File: src/rtl/add_share_ctrl_pkg.sv
// ---------------------------------------------------------------------------
// add_share_ctrl_pkg
//   Shared definitions for the time-shared select-add controller and the
//   round-robin picker.
//   Contents:
//     state_e  - controller state encoding (IDLE=0, EXEC=1, RESP=2)
//     DEF_N    - default number of requesters
//     DEF_W    - default operand width
// ---------------------------------------------------------------------------
package add_share_ctrl_pkg;

   typedef enum logic [1:0] {
      ST_IDLE = 2'd0,
      ST_EXEC = 2'd1,
      ST_RESP = 2'd2
   } state_e;

   localparam int DEF_N = 4;
   localparam int DEF_W = 4;

endpackage

File: src/rtl/add_share_ctrl_rr_pick.sv
// ---------------------------------------------------------------------------
// rr_pick
//   Combinational round-robin picker. The search starts one position above
//   ptr and wraps, so the last winner has the lowest priority next time.
//   Ports:
//     req        in  [N]    request vector
//     ptr        in  [IDW]  index of the previous winner
//     gnt_onehot out [N]    one-hot grant (all zero when nothing requests)
//     gnt_idx    out [IDW]  index of the granted requester
//     any        out        at least one request is present
// ---------------------------------------------------------------------------
module rr_pick #(
   parameter int N   = 4,
   parameter int IDW = $clog2(N)
) (
   input  logic [N-1:0]   req,
   input  logic [IDW-1:0] ptr,
   output logic [N-1:0]   gnt_onehot,
   output logic [IDW-1:0] gnt_idx,
   output logic           any
);

   logic           found;
   logic [IDW-1:0] k_idx;

   always_comb begin
      gnt_onehot = '0;
      gnt_idx    = '0;
      found      = 1'b0;
      k_idx      = '0;
      // Walk ptr+1, ptr+2, ... ptr+N (mod N); the last step revisits ptr
      // itself so a lone request from the previous winner is still served.
      for (int i = 1; i <= N; i++) begin
         k_idx = IDW'((int'(ptr) + i) % N);
         if (!found && req[k_idx]) begin
            found             = 1'b1;
            gnt_onehot[k_idx] = 1'b1;
            gnt_idx           = k_idx;
         end
      end
      any = |req;
   end

endmodule

File: src/rtl/add_share_ctrl.sv
// ---------------------------------------------------------------------------
// add_share_ctrl
//   Time-shares one select-add datapath ({CO,SUM} = S ? A+B : A+C) among N
//   requesters. Round-robin grant in IDLE, add in EXEC, hold the tagged
//   result in RESP until the consumer takes it.
//
//   Handshakes: a request transfers in the cycle REQ_VALID[i] and
//   REQ_READY[i] are both high; REQ_READY is a one-cycle, one-hot pulse
//   seen only in IDLE. A response transfers in the cycle RSP_VALID and
//   RSP_READY are both high; while RSP_VALID is high RSP_ID/SUM/CO are
//   stable, and RSP_READY has no effect while RSP_VALID is low.
//
//   Ports:
//     CLK, RST_N        clock (rising edge), async active-low reset
//     REQ_VALID [N]     per-requester request valid
//     REQ_A/B/C [N*W]   operands, requester i at [i*W +: W]
//     REQ_S [N]         1: A+B, 0: A+C
//     REQ_READY [N]     one-hot accept pulse
//     RSP_VALID/READY   response handshake
//     RSP_ID [IDW]      requester the result belongs to
//     RSP_SUM [W]       low W bits of the sum
//     RSP_CO            carry out
//     DBG_STATE         current controller state, for observation only
// ---------------------------------------------------------------------------
module add_share_ctrl
   import add_share_ctrl_pkg::*;
#(
   parameter int N   = DEF_N,
   parameter int W   = DEF_W,
   parameter int IDW = $clog2(N)
) (
   input  logic             CLK,
   input  logic             RST_N,
   input  logic [N-1:0]     REQ_VALID,
   input  logic [N*W-1:0]   REQ_A,
   input  logic [N*W-1:0]   REQ_B,
   input  logic [N*W-1:0]   REQ_C,
   input  logic [N-1:0]     REQ_S,
   output logic [N-1:0]     REQ_READY,
   output logic             RSP_VALID,
   input  logic             RSP_READY,
   output logic [IDW-1:0]   RSP_ID,
   output logic [W-1:0]     RSP_SUM,
   output logic             RSP_CO,
   output state_e           DBG_STATE
);

   state_e         state_q, state_d;
   logic [IDW-1:0] ptr_q, ptr_d;

   // Captured operands of the granted request
   logic [W-1:0]   a_q, a_d;
   logic [W-1:0]   b_q, b_d;
   logic [W-1:0]   c_q, c_d;
   logic           s_q, s_d;
   logic [IDW-1:0] id_q, id_d;

   // Registered response
   logic [W-1:0]   sum_q, sum_d;
   logic           co_q, co_d;
   logic [IDW-1:0] rsp_id_q, rsp_id_d;

   logic [N-1:0]   gnt_onehot;
   logic [IDW-1:0] gnt_idx;
   logic           gnt_any;
   logic           grant;
   logic [W:0]     add_res;

   rr_pick #(
      .N   (N),
      .IDW (IDW)
   ) u_rr_pick (
      .req        (REQ_VALID),
      .ptr        (ptr_q),
      .gnt_onehot (gnt_onehot),
      .gnt_idx    (gnt_idx),
      .any        (gnt_any)
   );

   assign grant = (state_q == ST_IDLE) && gnt_any;

   // The one shared adder: zero-extended so the carry lands in the MSB.
   assign add_res = {1'b0, a_q} + (s_q ? {1'b0, b_q} : {1'b0, c_q});

   // ---------------- FSM: state register ----------------
   always_ff @(posedge CLK or negedge RST_N) begin
      if (!RST_N) begin
         state_q <= ST_IDLE;
      end else begin
         state_q <= state_d;
      end
   end

   // ---------------- FSM: next state ----------------
   always_comb begin
      state_d = state_q;
      case (state_q)
         ST_IDLE: if (gnt_any)   state_d = ST_EXEC;
         ST_EXEC:                state_d = ST_RESP;
         ST_RESP: if (RSP_READY) state_d = ST_IDLE;
         default:                state_d = ST_IDLE;
      endcase
   end

   // ---------------- FSM: outputs ----------------
   always_comb begin
      REQ_READY = (state_q == ST_IDLE) ? gnt_onehot : '0;
      RSP_VALID = (state_q == ST_RESP);
      RSP_ID    = rsp_id_q;
      RSP_SUM   = sum_q;
      RSP_CO    = co_q;
      DBG_STATE = state_q;
   end

   // ---------------- Datapath next values ----------------
   always_comb begin
      ptr_d    = ptr_q;
      a_d      = a_q;
      b_d      = b_q;
      c_d      = c_q;
      s_d      = s_q;
      id_d     = id_q;
      sum_d    = sum_q;
      co_d     = co_q;
      rsp_id_d = rsp_id_q;

      if (grant) begin
         // One-hot mux over requesters; exactly one bit of gnt_onehot is set.
         for (int i = 0; i < N; i++) begin
            if (gnt_onehot[i]) begin
               a_d = REQ_A[i*W +: W];
               b_d = REQ_B[i*W +: W];
               c_d = REQ_C[i*W +: W];
               s_d = REQ_S[i];
            end
         end
         id_d  = gnt_idx;
         ptr_d = gnt_idx;
      end

      if (state_q == ST_EXEC) begin
         sum_d    = add_res[W-1:0];
         co_d     = add_res[W];
         rsp_id_d = id_q;
      end
   end

   // ---------------- Datapath registers ----------------
   // ptr resets to N-1 so requester 0 is first in line after reset.
   always_ff @(posedge CLK or negedge RST_N) begin
      if (!RST_N) begin
         ptr_q    <= IDW'(N - 1);
         a_q      <= '0;
         b_q      <= '0;
         c_q      <= '0;
         s_q      <= 1'b0;
         id_q     <= '0;
         sum_q    <= '0;
         co_q     <= 1'b0;
         rsp_id_q <= '0;
      end else begin
         ptr_q    <= ptr_d;
         a_q      <= a_d;
         b_q      <= b_d;
         c_q      <= c_d;
         s_q      <= s_d;
         id_q     <= id_d;
         sum_q    <= sum_d;
         co_q     <= co_d;
         rsp_id_q <= rsp_id_d;
      end
   end

endmodule

File: config.mk
export PLATFORM = sky130hd
export DESIGN_NAME = add_share_ctrl
export DESIGN_NICKNAME = d
export VERILOG_FILES = /design/src/rtl/add_share_ctrl_pkg.sv /design/src/rtl/add_share_ctrl_rr_pick.sv /design/src/rtl/add_share_ctrl.sv
export SDC_FILE = /design/constraint.sdc
export NUM_CORES = 1
export LEC_CHECK = 0
export ABC_AREA = 1
export CAP_MARGIN = 20
export CORE_MARGIN = 3
export CORE_UTILIZATION = 45
export CTS_CLUSTER_SIZE = 40
export DETAILED_ROUTE_END_ITERATION = 8
export HOLD_SLACK_MARGIN = 0.1
export PLACE_DENSITY = 0.81
export SYNTH_ARGS = -nofsm -noshare
export SYNTH_HDL_FRONTEND = slang
export SYNTH_SLANG_ARGS = --single-unit
export TNS_END_PERCENT = 5
File: constraint.sdc
create_clock -name CLK -period 3.3 [get_ports CLK]
set_clock_uncertainty 0.1 [all_clocks]
set_input_delay 0.33 -clock CLK [delete_from_list [all_inputs] [get_ports CLK]]
set_output_delay 0.33 -clock CLK [all_outputs]
set_load 0.05 [all_outputs]
Word-level counts from Yosys, hierarchy flattened. Cells that the tools add are included.

Flip-flop bits (word level): 26. Latch bits: 0. Bits in writable memories: 0. Memory bits (read-only): 0. Input port bits: 59. Output and inout port bits: 14. Memories kept: 0.

Add/sub/neg operators: 5. $mul: 0. Divide/modulo/power cells: 0. Order comparisons: 8. Equality and inequality tests: 4. Shift operators: 0. Mux-type cells: 48. Bitwise operators: 3. Reductions and logical operators: 16.

Operators with widths (number): $mux W4 (18); $mux W1 (15); $lt A2 B3 Y1 const B (4); $mux W2 (6); $or A4 B4 Y4 (3); $bmux W1 S2 (4); $demux W1 S2 (4); $ge A2 B1 Y1 const B (4); $logic_and A1 B1 Y1 (8); $pmux W2 S3 (1); $add A4 B4 Y5 (1); $add A2 B1 Y2 const B (2); $add A2 B2 Y2 const B (2); $reduce_and A2 Y1 (2); $reduce_bool A4 Y1 (1); $reduce_or A4 Y1 (1); $logic_not A1 Y1 (3); $eq A2 B1 Y1 const B (1); $eq A2 B2 Y1 const B (1); $logic_not A2 Y1 (1); $ne A2 B1 Y1 const B (1); $ne A2 B2 Y1 const B (1).

Logic depth before layout (Yosys ltp). Gate-level depths: netlist of the first run.

Depth after elaboration: 17. Depth in mapped cells: 17. Gate-level depth less buffers: 15.

Modules after synthesis. Synthesis of the first run repeated with hierarchy kept, for this count alone.

Cells, all modules: 344. Area, all modules: 2313.5 um2.

Modules (own cells, without submodules): add_share_ctrl (instances 1, cells an instance 258, area an instance 1785.5 um2, sequential area each 653.1 um2); rr_pick (instances 1, cells an instance 86, area an instance 528.0 um2, sequential area each 0.0 um2).

Least setup slack after synthesis of the first run. Ideal clock, no wire load.

Path kind: register to output. From: register ptr_q[0]. To: output port REQ_READY[2]. Arrival: 2556 ps. Required time: 2870 ps. Setup slack: 314 ps. Stages on the path, launching flop included: 13. Path buffers: 2. Cells stage by stage: dfstp_2 buf_6 inv_6 ha_1 inv_2 nand2_4 nand2_8 nor2_8 nand2_2 nand3b_4 nor2_8 buf_2 nor2_1.

Longest elaborated chain between the ends: 14.

RTL lines: start: declaration (RTL line add_share_ctrl.sv:49) `logic [IDW-1:0] ptr_q, ptr_d;`; start signal: assignment (RTL line add_share_ctrl.sv:152) `ptr_q <= IDW'(N - 1);`; start signal: assignment (RTL line add_share_ctrl.sv:162) `ptr_q <= ptr_d;`; parallel branches: the longest is 12 deep, another holds $lt A2 B3 Y1; $mux W4 * (RTL line add_share_ctrl_rr_pick.sv:35) `if (!found && req[k_idx]) begin`; $mux W4 * (RTL line add_share_ctrl.sv:107) `REQ_READY = (state_q == ST_IDLE) ? gnt_onehot : '0;`; end: declaration (RTL line add_share_ctrl.sv:39) `output logic [N-1:0] REQ_READY,`.

Mark *: on every way between the ends. The select of a mux whose other input is x is not followed.

Worst setup path in the final report of the first run.
From: register ptr_q[0]. To: output port REQ_READY[1].

The elaborated chain is that of the path after synthesis.

==> insert_results.sql, run 1 <==
INSERT INTO impl_metrics (metric_group, metric, value, unit) VALUES
('global_routing', 'antenna_violations_before_repair', '0', ''),
('floorplanning', 'placeableCoreArea', '5240', 'sq um'),
('timing', 'hold_viol', '0', ''),
('route', 'detail_route.drc_violations', '0', ''),
('floorplanning', 'pin_count', '73', ''),
('global_routing', 'grt_max_degree', '26', ''),
('global_routing', 'grt_pass1_wl', '10300', 'microns'),
('synth', 'synth_largest_area_cell', 'dfrtp_1', ''),
('placed_design', 'numPortBuffers', '72', ''),
('clock_network', 'cts.sinks', '26', ''),
('setup_path', 'ff2ff_setup_slack', '410', 'ps'),
('synth', 'number_of_enable_type_register_cells_in_the_synthesized_netlist', '0', ''),
('global_routing', 'overflow', '0', ''),
('timing', 'max_slew.worst_pin.slew', '517', 'ps'),
('route', 'finalWirelength', '6050', 'microns'),
('synth', 'post_synth.cell_area_avg', '7.32', 'sq um'),
('synth', 'synthesized_area_fraction_occupied_by_xor_and_xnor_cells', '0.351', '%'),
('setup_path', 'timing.rr.start', 'ptr_q[0]$_DFFE_PN1P_', ''),
('setup_path', 'worstPathArrival', '2690', 'ps'),
('setup_path', 'crit_path_start', 'ptr_q[0]$_DFFE_PN1P_', ''),
('final_layout', 'drive_above_1_share', '17.6', '%'),
('setup_path', 'path_delay_family', 'simple AND/OR/NAND/NOR gates', ''),
('setup_path', 'timing.setup.critical_path_class', 'register to output pin', ''),
('clock_network', 'clock-root-buffer', 'clkbuf_8', ''),
('setup_path', 'critical_path.startpoint_type', 'register', ''),
('placed_design', 'gp_congestion', '0.860', ''),
('synth', 'ys_seq_elements', '26', ''),
('setup_path', 'critical_path_buf_inv_count', '4', ''),
('setup_path', 'rr_endpoint', 's_q$_DFFE_PN0P_', ''),
('synth', 'postSynthCellCount', '341', ''),
('timing', 'layout_worst_path_cycle_share', '94.6', '%'),
('setup_path', 'timing.reg2reg.worst_path_depth', '14', ''),
('synth', 'synth-simple-area-share', '46.1', '%'),
('timing', 'setup_repair_after_global_routing_missed_its_margin', 'false', ''),
('route', 'routedWlPerCell', '12.6', 'microns'),
('synth', 'synth.area.top_cells', 'dfrtp_1 24%, nand2_1 14%, inv_1 6.5%', ''),
('final_layout', 'diodes', '0', ''),
('clock_network', 'cts.reportedPaths.clkPinSlew', '80', 'ps'),
('setup_path', 'worst_path_largest_cell_delay', '700', 'ps'),
('clock_network', 'cts-hold-fix-buffers', '0', ''),
('timing', 'relSlewSlack', '65.4', '%'),
('global_routing', 'grt.total_usage', '19.9', '%'),
('setup_path', 'worstPathCellList', 'inv_6 > ha_1 > inv_2 > nand3_1 > nand2_1 > nor2_2 > nand3_4 > inv_2 > nor2_4 > nor2_1 > buf_12', ''),
('setup_path', 'setup.worst_path.end_class', 'output pin', ''),
('final_layout', 'area_growth', '34.0', '%'),
('synth', 'yosysWarningCount', '0', ''),
('clock_network', 'tritoncts', 'done', ''),
('floorplanning', 'fp.dieW', '80.5', 'microns'),
('synth', 'synth_cell_types', '39', ''),
('synth', 'post_synth_instance_area', '2500', 'sq um'),
('status', 'status', 'finished clean', ''),
('timing', 'timing.setup.tns', '0', 'ps'),
('route', 'route.antenna.remaining_nets', '0', ''),
('floorplanning', 'fp.dieArea', '6480', 'sq um'),
('synth', 'synth-async-reset-ratio', '100', '%'),
('synth', 'synth_ff_type', 'dfrtp_1', ''),
('floorplanning', 'fp.dieH', '80.5', 'microns'),
('global_routing', 'first_global_vias', '2238', ''),
('setup_path', 'crit_path_max_fanout', '15', ''),
('setup_path', 'crit_path_required_time', '2870', 'ps'),
('synth', 'synth_mux_area_share', '1.80', '%'),
('floorplanning', 'std_cell_rows', '26', ''),
('synth', 'post_syn_nets', '413', ''),
('clock_network', 'buffer_depth_of_the_longest_clock_path', '2', ''),
('timing', 'timing.fmax', '320', 'MHz'),
('timing', 'slew_viol_final', '0', ''),
('clock_network', 'numCtsBuffers', '3', ''),
('setup_path', 'crit_top_cell', 'inv_2', ''),
('clock_network', 'worst_skew_pair.late_latency', '270', 'ps'),
('clock_network', 'ctsHtreeMaxLevel', '1', ''),
('route', 'via_count', '2350', '');
worst register-to-register path: cells and delay by family, from the launching register on:
kind / cells / cell delay, ps
and+or+nand+nor: 10 / 1300
DFF: 1 / 700
adders and majority gates: 1 / 410
buffers and inverters: 3 / 320
metal layers:
| layer | up-vias | wire, microns | GRT usage [%] | share of wire, % |
|---|---|---|---|---|
| met3 | 7 | 382 | 2.13 | 6.3 |
| met2 | 65 | 2880 | 31.5 | 48 |
| li1 | 1238 | - | - | - |
| met1 | 1040 | 2720 | 28.5 | 45 |
| met5 | - | 0 | 0 | 0 |
| met4 | 0 | 70 | 5.91 | 1.2 |
worst min path at each step:
stage,from,end,depth (start not counted)
after floorplan,RST_N,DBG_STATE[0]$_DFFE_PN0P_,0
after global placement,b_q[0]$_DFFE_PN0P_,b_q[0]$_DFFE_PN0P_,2
after detailed placement,b_q[0]$_DFFE_PN0P_,b_q[0]$_DFFE_PN0P_,2
after CTS,b_q[0]$_DFFE_PN0P_,b_q[0]$_DFFE_PN0P_,2
after global routing,RST_N,RSP_ID[1]$_DFFE_PN0N_,1
final,RST_N,RSP_ID[1]$_DFFE_PN0N_,1
state kept, by name, summed over array words and instances, names as in the netlist:
| name | count |
|---|---|
| c_q | 4 |
| b_q | 4 |
| s_q | 1 |
| DBG_STATE | 2 |
| id_q | 2 |
| ptr_q | 2 |
| RSP_SUM | 4 |
| a_q | 4 |
| RSP_ID | 2 |
| RSP_CO | 1 |
Yosys cell counts (all sizes together), types with 2 or more instances:
library cell and instances:
nand4 18, clkbuf 3, buf 9, nand3 40
nor2 24, nand2 105, dfstp 2, o21ai 11
a21oi 18, dfrtp 24, ha 12, inv 50
mux2 4, or2 13
cell families after synthesis:
logic type | count (synthesis)
simple gates | 202
mux | 4
compound gates | 33
buf+inv | 62
flops | 26
xor+xnor | 1
fa+ha+maj | 13
final cells by class:
type	instances	area, sq um
inverter	50	193
timing repair buffer	76	773
clock buffer	4	55.1
multi-input combinational	253	1580
tap	70	87.6
sequential	26	653
fill	455	1890
repair_timing:
| item | in CTS | in global routing |
|---|---|---|
| setup buffers | 0 | 0 |
| setup endpoints to repair | 0 | 1 |
| resized for setup | 0 | 1 |
metrics by stage:
step,util [%],worst slack (ps),cell area [sq um],std cells,hold WS [ps]
after global placement,62.1,430,3250,474,359
after CTS,63.2,101,3310,478,386
final,63.9,177,3340,479,194
after floorplan,-,314,2500,341,-65.6
after detailed placement,62.1,360,3250,474,360
after global routing,63.9,2.94,3340,479,202
Power of run 1 is not shown: default switching activity piles up to over one toggle a cycle in this logic, so the estimate is an artifact.
==> run 2, diff against run 1 <==
- SLEW_MARGIN: unset -> 25
==> insert_results.sql, run 2 (same netlist as run 1, synthesis figures left out) <==
INSERT INTO impl_metrics (metric_group, metric, value, unit) VALUES
('status', 'status', 'finished clean', ''),
('final_layout', 'leading_cell_type_in_the_layout_fill_and_taps_excluded', 'nand2_1', ''),
('route', 'vias_per_cell', '5.05', ''),
('global_routing', 'grt_max_degree', '26', ''),
('route', 'met2RoutedLength', '2880', 'microns'),
('hold_path', 'hold-path-cell-count', '2', ''),
('flow_run', 'max_cap_violations', '0', ''),
('hold_path', 'hp-start', 'b_q[0]$_DFFE_PN0P_', ''),
('route', 'dr_wl_met3', '349', 'microns'),
('route', 'drt-met1-wl', '2790', 'microns'),
('setup_path', 'worstPathArrival', '2670', 'ps'),
('global_routing', 'antenna_violations_before_repair', '0', ''),
('floorplanning', 'pin_count', '73', ''),
('final_layout', 'finish.net_count', '482', ''),
('clock_network', 'worst_skew_pair.late_latency', '270', 'ps'),
('timing', 'max_slew.worst_pin.slew', '551', 'ps'),
('global_routing', 'overflow', '0', ''),
('clock_network', 'clock-root-buffer', 'clkbuf_8', ''),
('placed_design', 'detailed_place.area', '3250', 'sq um'),
('placed_design', 'gp_congestion', '0.860', ''),
('clock_network', 'ctsHtreeMaxLevel', '1', ''),
('clock_network', 'post-cts-setup-buffer-count', '0', ''),
('setup_path', 'crit_path_max_fanout', '15', ''),
('setup_path', 'timing.rr.start', 'ptr_q[0]$_DFFE_PN1P_', ''),
('timing', 'timing.fmax', '322', 'MHz'),
('placed_design', 'dpl.hpwl', '4990', 'microns'),
('route', 'topRoutingLayerUsed', 'met4', ''),
('route', 'drt_iter0_markers', '162', ''),
('timing', 'setup_viol_count_final', '0', ''),
('clock_network', 'numCtsBuffers', '3', ''),
('timing', 'final_worst_hold_slack', '384', 'ps'),
('route', 'finalWirelength', '6110', 'microns'),
('clock_network', 'cts.sinks', '26', ''),
('final_layout', 'drive_above_1_share', '17.6', '%'),
('final_layout', 'mostFrequentLayoutCells', '93 x nand2_1, 67 x clkdlybuf4s50_1, 43 x inv_1', ''),
('setup_path', 'timing.setup.critical_path_class', 'register to output pin', ''),
('floorplanning', 'placeableCoreArea', '5240', 'sq um'),
('floorplanning', 'fp.dieArea', '6480', 'sq um'),
('timing', 'layout_worst_path_cycle_share', '94.1', '%'),
('setup_path', 'crit_path_required_time', '2870', 'ps'),
('route', 'detail_route.drc_violations', '0', ''),
('timing', 'hold_viol', '0', ''),
('timing', 'slew_viol_final', '0', ''),
('route', 'routedWlPerCell', '12.7', 'microns'),
('setup_path', 'rr_endpoint', 's_q$_DFFE_PN0P_', ''),
('setup_path', 'setup.worst_path.end_class', 'output pin', ''),
('timing', 'finalWorstPathRequiredPeriod', '3100', 'ps'),
('setup_path', 'critical_path.startpoint_type', 'register', ''),
('setup_path', 'worst_path_largest_cell_delay', '700', 'ps'),
('global_routing', 'grt_pass1_wl', '10100', 'microns'),
('setup_path', 'timing.reg2reg.worst_path_depth', '14', ''),
('global_routing', 'grt.total_usage', '19.6', '%'),
('floorplanning', 'std_cell_rows', '26', ''),
('final_layout', 'diodes', '0', ''),
('route', 'route.antenna.remaining_nets', '0', ''),
('route', 'first_pass_iters', '4', ''),
('final_layout', 'area_growth', '33.1', '%'),
('clock_network', 'cts.reportedPaths.clkPinSlew', '90', 'ps'),
('global_routing', 'first_global_vias', '2208', ''),
('floorplanning', 'fp.dieW', '80.5', 'microns'),
('timing', 'relSlewSlack', '63.2', '%'),
('final_layout', 'post-route-cell-area', '3320', 'sq um'),
('clock_network', 'buffer_depth_of_the_longest_clock_path', '2', ''),
('route', 'via_count', '2419', ''),
('setup_path', 'worstPathCellList', 'inv_6 > ha_1 > inv_2 > nand3_1 > nand2_1 > nor2_2 > nand3_4 > inv_2 > nor2_4 > nor2_1 > buf_12', ''),
('timing', 'setup_repair_after_global_routing_missed_its_margin', 'false', ''),
('setup_path', 'cpMaxStageDelayCell', 'dfstp_2', ''),
('clock_network', 'tritoncts', 'done', ''),
('hold_path', 'hold_end', 'b_q[0]$_DFFE_PN0P_', ''),
('placed_design', 'numPortBuffers', '72', ''),
('hold_path', 'worst_hold_path_type', 'register to register', ''),
('setup_path', 'ff2ff_setup_slack', '420', 'ps'),
('floorplanning', 'fp.dieH', '80.5', 'microns'),
('setup_path', 'crit_top_cell', 'inv_2', ''),
('floorplanning', 'initial_core_utilization', '47.7', '%'),
('timing', 'timing.setup.tns', '0', 'ps'),
('final_layout', 'fillers', '455', '');
[run 2: worst max path at each step]
stage	from	cells past startpoint	slack, ps	end
6_report	ptr_q[0]$_DFFE_PN1P_	11	200	REQ_READY[1]
5_1_grt	ptr_q[1]$_DFFE_PN1P_	11	20	REQ_READY[1]
4_1_cts	ptr_q[0]$_DFFE_PN1P_	11	110	REQ_READY[1]
3_5_place_dp	ptr_q[0]$_DFFE_PN1P_	14	360	s_q$_DFFE_PN0P_
3_3_place_gp	ptr_q[0]$_DFFE_PN1P_	14	430	s_q$_DFFE_PN0P_
2_1_floorplan	ptr_q[0]$_DFFE_PN1P_	12	310	REQ_READY[2]
[run 2: timing repair]
action | 4_1_cts | 5_1_grt
hold buffers | 1 | 0
endpoints found under the hold margin | 24 | 0
endpoints found under the setup margin | 0 | 1
gates resized for setup | 0 | 1
[run 2: metrics by stage]
| stage | worst slack [ps] | cells | util [%] |
|---|---|---|---|
| CTS | 110 | 479 | 63.3 |
| global placement | 430 | 474 | 62.1 |
| finish | 195 | 479 | 63.4 |
| global route | 15.9 | 479 | 63.4 |
| floorplan | 314 | 341 | - |
| detailed placement | 361 | 474 | 62.0 |
[run 2: area by class of cell]
| class | count | area, sq um | area share (%) |
|---|---|---|---|
| clock buffer | 4 | 55.1 | 1.66 |
| inverter | 50 | 193 | 5.80 |
| multi-input combinational | 253 | 1580 | 47.6 |
| sequential | 26 | 653 | 19.7 |
| tap | 70 | 87.6 | 2.64 |
| timing repair buffer | 76 | 751 | 22.6 |
[run 2: per-layer routing]
metal | vias up | GRT usage [%]
met5 | - | 0
met4 | 0 | 5.24
met3 | 12 | 1.68
met2 | 84 | 32.8
met1 | 1090 | 27.0
li1 | 1233 | -
[run 2: critical path, delay by kind of cell, from the launching register on]
family	cells	cell delay, ps
buffers and inverters	4	480
adders and majority gates	1	410
and+or+nand+nor	6	800
DFF	1	700
Power of run 2 is left out for the same reason.
==> run 3, diff against run 2 <==
- ABC_AREA: 1 -> unset
- PLACE_DENSITY: 0.81 -> 0.82
==> insert_results.sql, run 3 <==
INSERT INTO impl_metrics (metric_group, metric, value, unit) VALUES
('timing', 'setup_viol_count_final', '0', ''),
('route', 'via_count', '2429', ''),
('route', 'routedWlPerCell', '17.3', 'microns'),
('timing', 'setup_slack', '57.8', 'ps'),
('timing', 'max_slew.worst_pin.slew', '586', 'ps'),
('synth', 'ys_seq_elements', '26', ''),
('synth', 'post-synth-top-count-cell', 'inv_1', ''),
('final_layout', 'finish.net_count', '422', ''),
('floorplanning', 'fp.dieArea', '6120', 'sq um'),
('synth', 'synth_cell_types', '50', ''),
('placed_design', 'place_worst_setup_slack', '-6.30', 'ps'),
('floorplanning', 'fp.dieW', '78.3', 'microns'),
('floorplanning', 'fp.dieH', '78.3', 'microns'),
('synth', 'post_syn_nets', '344', ''),
('synth', 'post_synth_instance_area', '2350', 'sq um'),
('final_layout', 'post-route-cell-area', '3380', 'sq um'),
('floorplanning', 'pin_count', '73', ''),
('synth', 'netlist_top_cells_count', '36 x inv_1, 24 x dfrtp_1, 19 x a21oi_1', ''),
('synth', 'synth_compound_area_share', '34.5', '%'),
('synth', 'yosysWarningCount', '0', ''),
('synth', 'synthesized_area_fraction_occupied_by_xor_and_xnor_cells', '0.745', '%'),
('clock_network', 'cts.sinks', '26', ''),
('clock_network', 'tritoncts', 'done', ''),
('clock_network', 'ctsHtreeMaxLevel', '1', ''),
('setup_path', 'timing.setup.critical_path_class', 'register to output pin', ''),
('synth', 'synth-seq-area-share', '27.8', '%'),
('final_layout', 'sequential_cell_area', '653', 'sq um'),
('synth', 'post_synth.cell_area_avg', '8.64', 'sq um'),
('status', 'status', 'finished clean', ''),
('timing', 'hold_viol', '0', ''),
('placed_design', 'gp_congestion', '0.897', ''),
('route', 'first_pass_iters', '5', ''),
('global_routing', 'grt_pass1_wl', '11600', 'microns'),
('timing', 'timing.fmax', '308', 'MHz'),
('route', 'finalWirelength', '7190', 'microns'),
('synth', 'synth_top_family_by_area', 'compound AO/OA/AOI/OAI gates', ''),
('final_layout', 'leading_cell_type_in_the_layout_fill_and_taps_excluded', 'clkdlybuf4s50_1', ''),
('flow_run', 'max_cap_violations', '0', ''),
('final_layout', 'fillers', '399', ''),
('clock_network', 'cts.reportedPaths.clkPinSlew', '90', 'ps'),
('final_layout', 'post-route-util', '69.2', '%'),
('route', 'detail_route.drc_violations', '0', ''),
('route', 'route.antenna.remaining_nets', '0', ''),
('route', 'drt_iter0_markers', '186', ''),
('placed_design', 'dpl.hpwl', '5420', 'microns'),
('setup_path', 'worstPathArrival', '2810', 'ps'),
('synth', 'synthAdderAreaFrac', '7.24', '%'),
('synth', 'synth_largest_area_cell', 'dfrtp_1', ''),
('power_and_ir_drop', 'leakage_component_of_the_power', '0.00148', 'uW'),
('floorplanning', 'placeableCoreArea', '4880', 'sq um'),
('timing', 'setup_repair_after_global_routing_missed_its_margin', 'true', ''),
('hold_path', 'hold-path-cell-count', '2', ''),
('floorplanning', 'std_cell_rows', '25', ''),
('synth', 'synth.area.top_cells', 'dfrtp_1 26%, ha_1 6.4%, inv_1 5.8%', ''),
('setup_path', 'crit_path_required_time', '2870', 'ps'),
('power_and_ir_drop', 'peakVddDrop', '0.691', 'mV'),
('timing', 'layout_worst_path_cycle_share', '98.2', '%'),
('timing', 'slew_viol_final', '0', ''),
('synth', 'synth_mux_area_share', '3.78', '%'),
('floorplanning', 'initial_core_utilization', '48.2', '%'),
('hold_path', 'worst_hold_path_type', 'register to register', ''),
('global_routing', 'antenna_violations_before_repair', '0', ''),
('timing', 'relSlewSlack', '60.4', '%'),
('synth', 'number_of_enable_type_register_cells_in_the_synthesized_netlist', '0', ''),
('clock_network', 'buffer_depth_of_the_longest_clock_path', '2', ''),
('synth', 'synth_ff_type', 'dfrtp_1', ''),
('setup_path', 'crit_path_max_fanout', '14', ''),
('final_layout', 'drive_above_1_share', '15.5', '%'),
('final_layout', 'mostFrequentLayoutCells', '67 x clkdlybuf4s50_1, 35 x inv_1, 24 x dfrtp_1', ''),
('clock_network', 'numCtsBuffers', '3', ''),
('global_routing', 'grt_max_degree', '27', ''),
('synth', 'postSynthCellCount', '272', ''),
('route', 'met2RoutedLength', '3510', 'microns'),
('power_and_ir_drop', 'totalPowerFinal', '3600', 'uW'),
('synth', 'synth_top_cell_area_share', '25.6', '%'),
('final_layout', 'area_growth', '43.7', '%'),
('route', 'topRoutingLayerUsed', 'met4', ''),
('route', 'dr_wl_met3', '531', 'microns'),
('setup_path', 'setup.worst_path.end_class', 'output pin', ''),
('synth', 'synth-async-reset-ratio', '100', '%'),
('global_routing', 'first_global_vias', '2365', ''),
('route', 'vias_per_cell', '5.84', ''),
('global_routing', 'grt.total_usage', '23.4', '%'),
('synth', 'synth-simple-area-share', '15.7', '%'),
('placed_design', 'numPortBuffers', '72', ''),
('clock_network', 'clock-root-buffer', 'clkbuf_8', ''),
('setup_path', 'critical_path.startpoint_type', 'register', ''),
('final_layout', 'multiInputGateArea', '1510', 'sq um'),
('timing', 'finalWorstPathRequiredPeriod', '3240', 'ps'),
('power_and_ir_drop', 'power_density', '1070', 'nW/um^2'),
('setup_path', 'timing.reg2reg.worst_path_depth', '7', ''),
('final_layout', 'diodes', '0', ''),
('placed_design', 'detailed_place.area', '3290', 'sq um'),
('route', 'drt-met1-wl', '2960', 'microns'),
('clock_network', 'worst_skew_pair.late_latency', '270', 'ps'),
('global_routing', 'overflow', '0', '');
-- run 3: changes by cell type in the layout (fill, tap and decap cells not counted), moves of 15 or more --
cell	before	now
nand3_2	15	0
nand2_1	93	18
nand4_1	17	0
buf_4	6	23
nand3_1	23	1
-- run 3: cell type report --
| type | count | area share [%] |
|---|---|---|
| multi-input combinational | 187 | 44.7 |
| timing repair buffer | 96 | 27.8 |
| sequential | 26 | 19.3 |
| inverter | 36 | 4.00 |
| tap | 67 | 2.48 |
| clock buffer | 4 | 1.63 |
-- run 3: kinds of logic (layout without fill, tap and decap cells) --
group           after synthesis  in the layout
compound gates              108            108
buf+inv                      59            136
simple gates                 58             58
flops                        26             26
fa+ha+maj                    13             13
mux                           6              6
xor+xnor                      2              2
-- run 3: power by group --
group	switching (uW)	leakage (uW)	internal, uW
registers	109	0.000297	503
logic	1600	0.00115	1190
clock network	102	0.0000288	107
total	1810	0.00148	1800
-- run 3: through the flow --
stage	cells	TNS, ps	hold slack (ps)
after floorplan	272	-304	-65.6
after CTS	415	0	390
after detailed placement	410	-6.30	251
after global routing	416	-175	436
final	416	0	386
after global placement	410	0	361
-- run 3: repair_timing --
action,CTS,global route
setup buffers,0,1
hold buffers,1,0
gates resized for setup,0,3
hold endpoints to repair,24,0
endpoints found under the setup margin,0,17
-- run 3: worst max-delay path, cell delays in order, from the launching register on --
cell and delay (ps):
dfstp_2 610, inv_2 110, ha_4 270, or3b_1 350, a211o_1 370, a21boi_1 230
a2111oi_2 70, buf_4 190, nor3_2 100, buf_4 220
-- run 3: metal layers --
| metal | GRT usage (%) | up-vias |
|---|---|---|
| li1 | - | 1183 |
| met1 | 29.6 | 1129 |
| met2 | 40.8 | 99 |
| met3 | 5.28 | 18 |
| met4 | 5.07 | 0 |
| met5 | 0 | - |
-- run 3: final timing paths --
path,start,to,slack [ps]
worst min-delay path,RSP_SUM[3]$_DFFE_PN0N_,RSP_SUM[3]$_DFFE_PN0N_,390
worst max register to register,ptr_q[0]$_DFFE_PN1P_,a_q[2]$_DFFE_PN0P_,90
worst min register to register,RSP_SUM[3]$_DFFE_PN0N_,RSP_SUM[3]$_DFFE_PN0N_,390
max in group asynchronous,RST_N,ptr_q[1]$_DFFE_PN1P_,2080
min in group asynchronous,RST_N,RSP_SUM[1]$_DFFE_PN0N_,470
worst max-delay path,ptr_q[0]$_DFFE_PN1P_,REQ_READY[3],60
No activity file was read; power rests on OpenSTA's default activity.
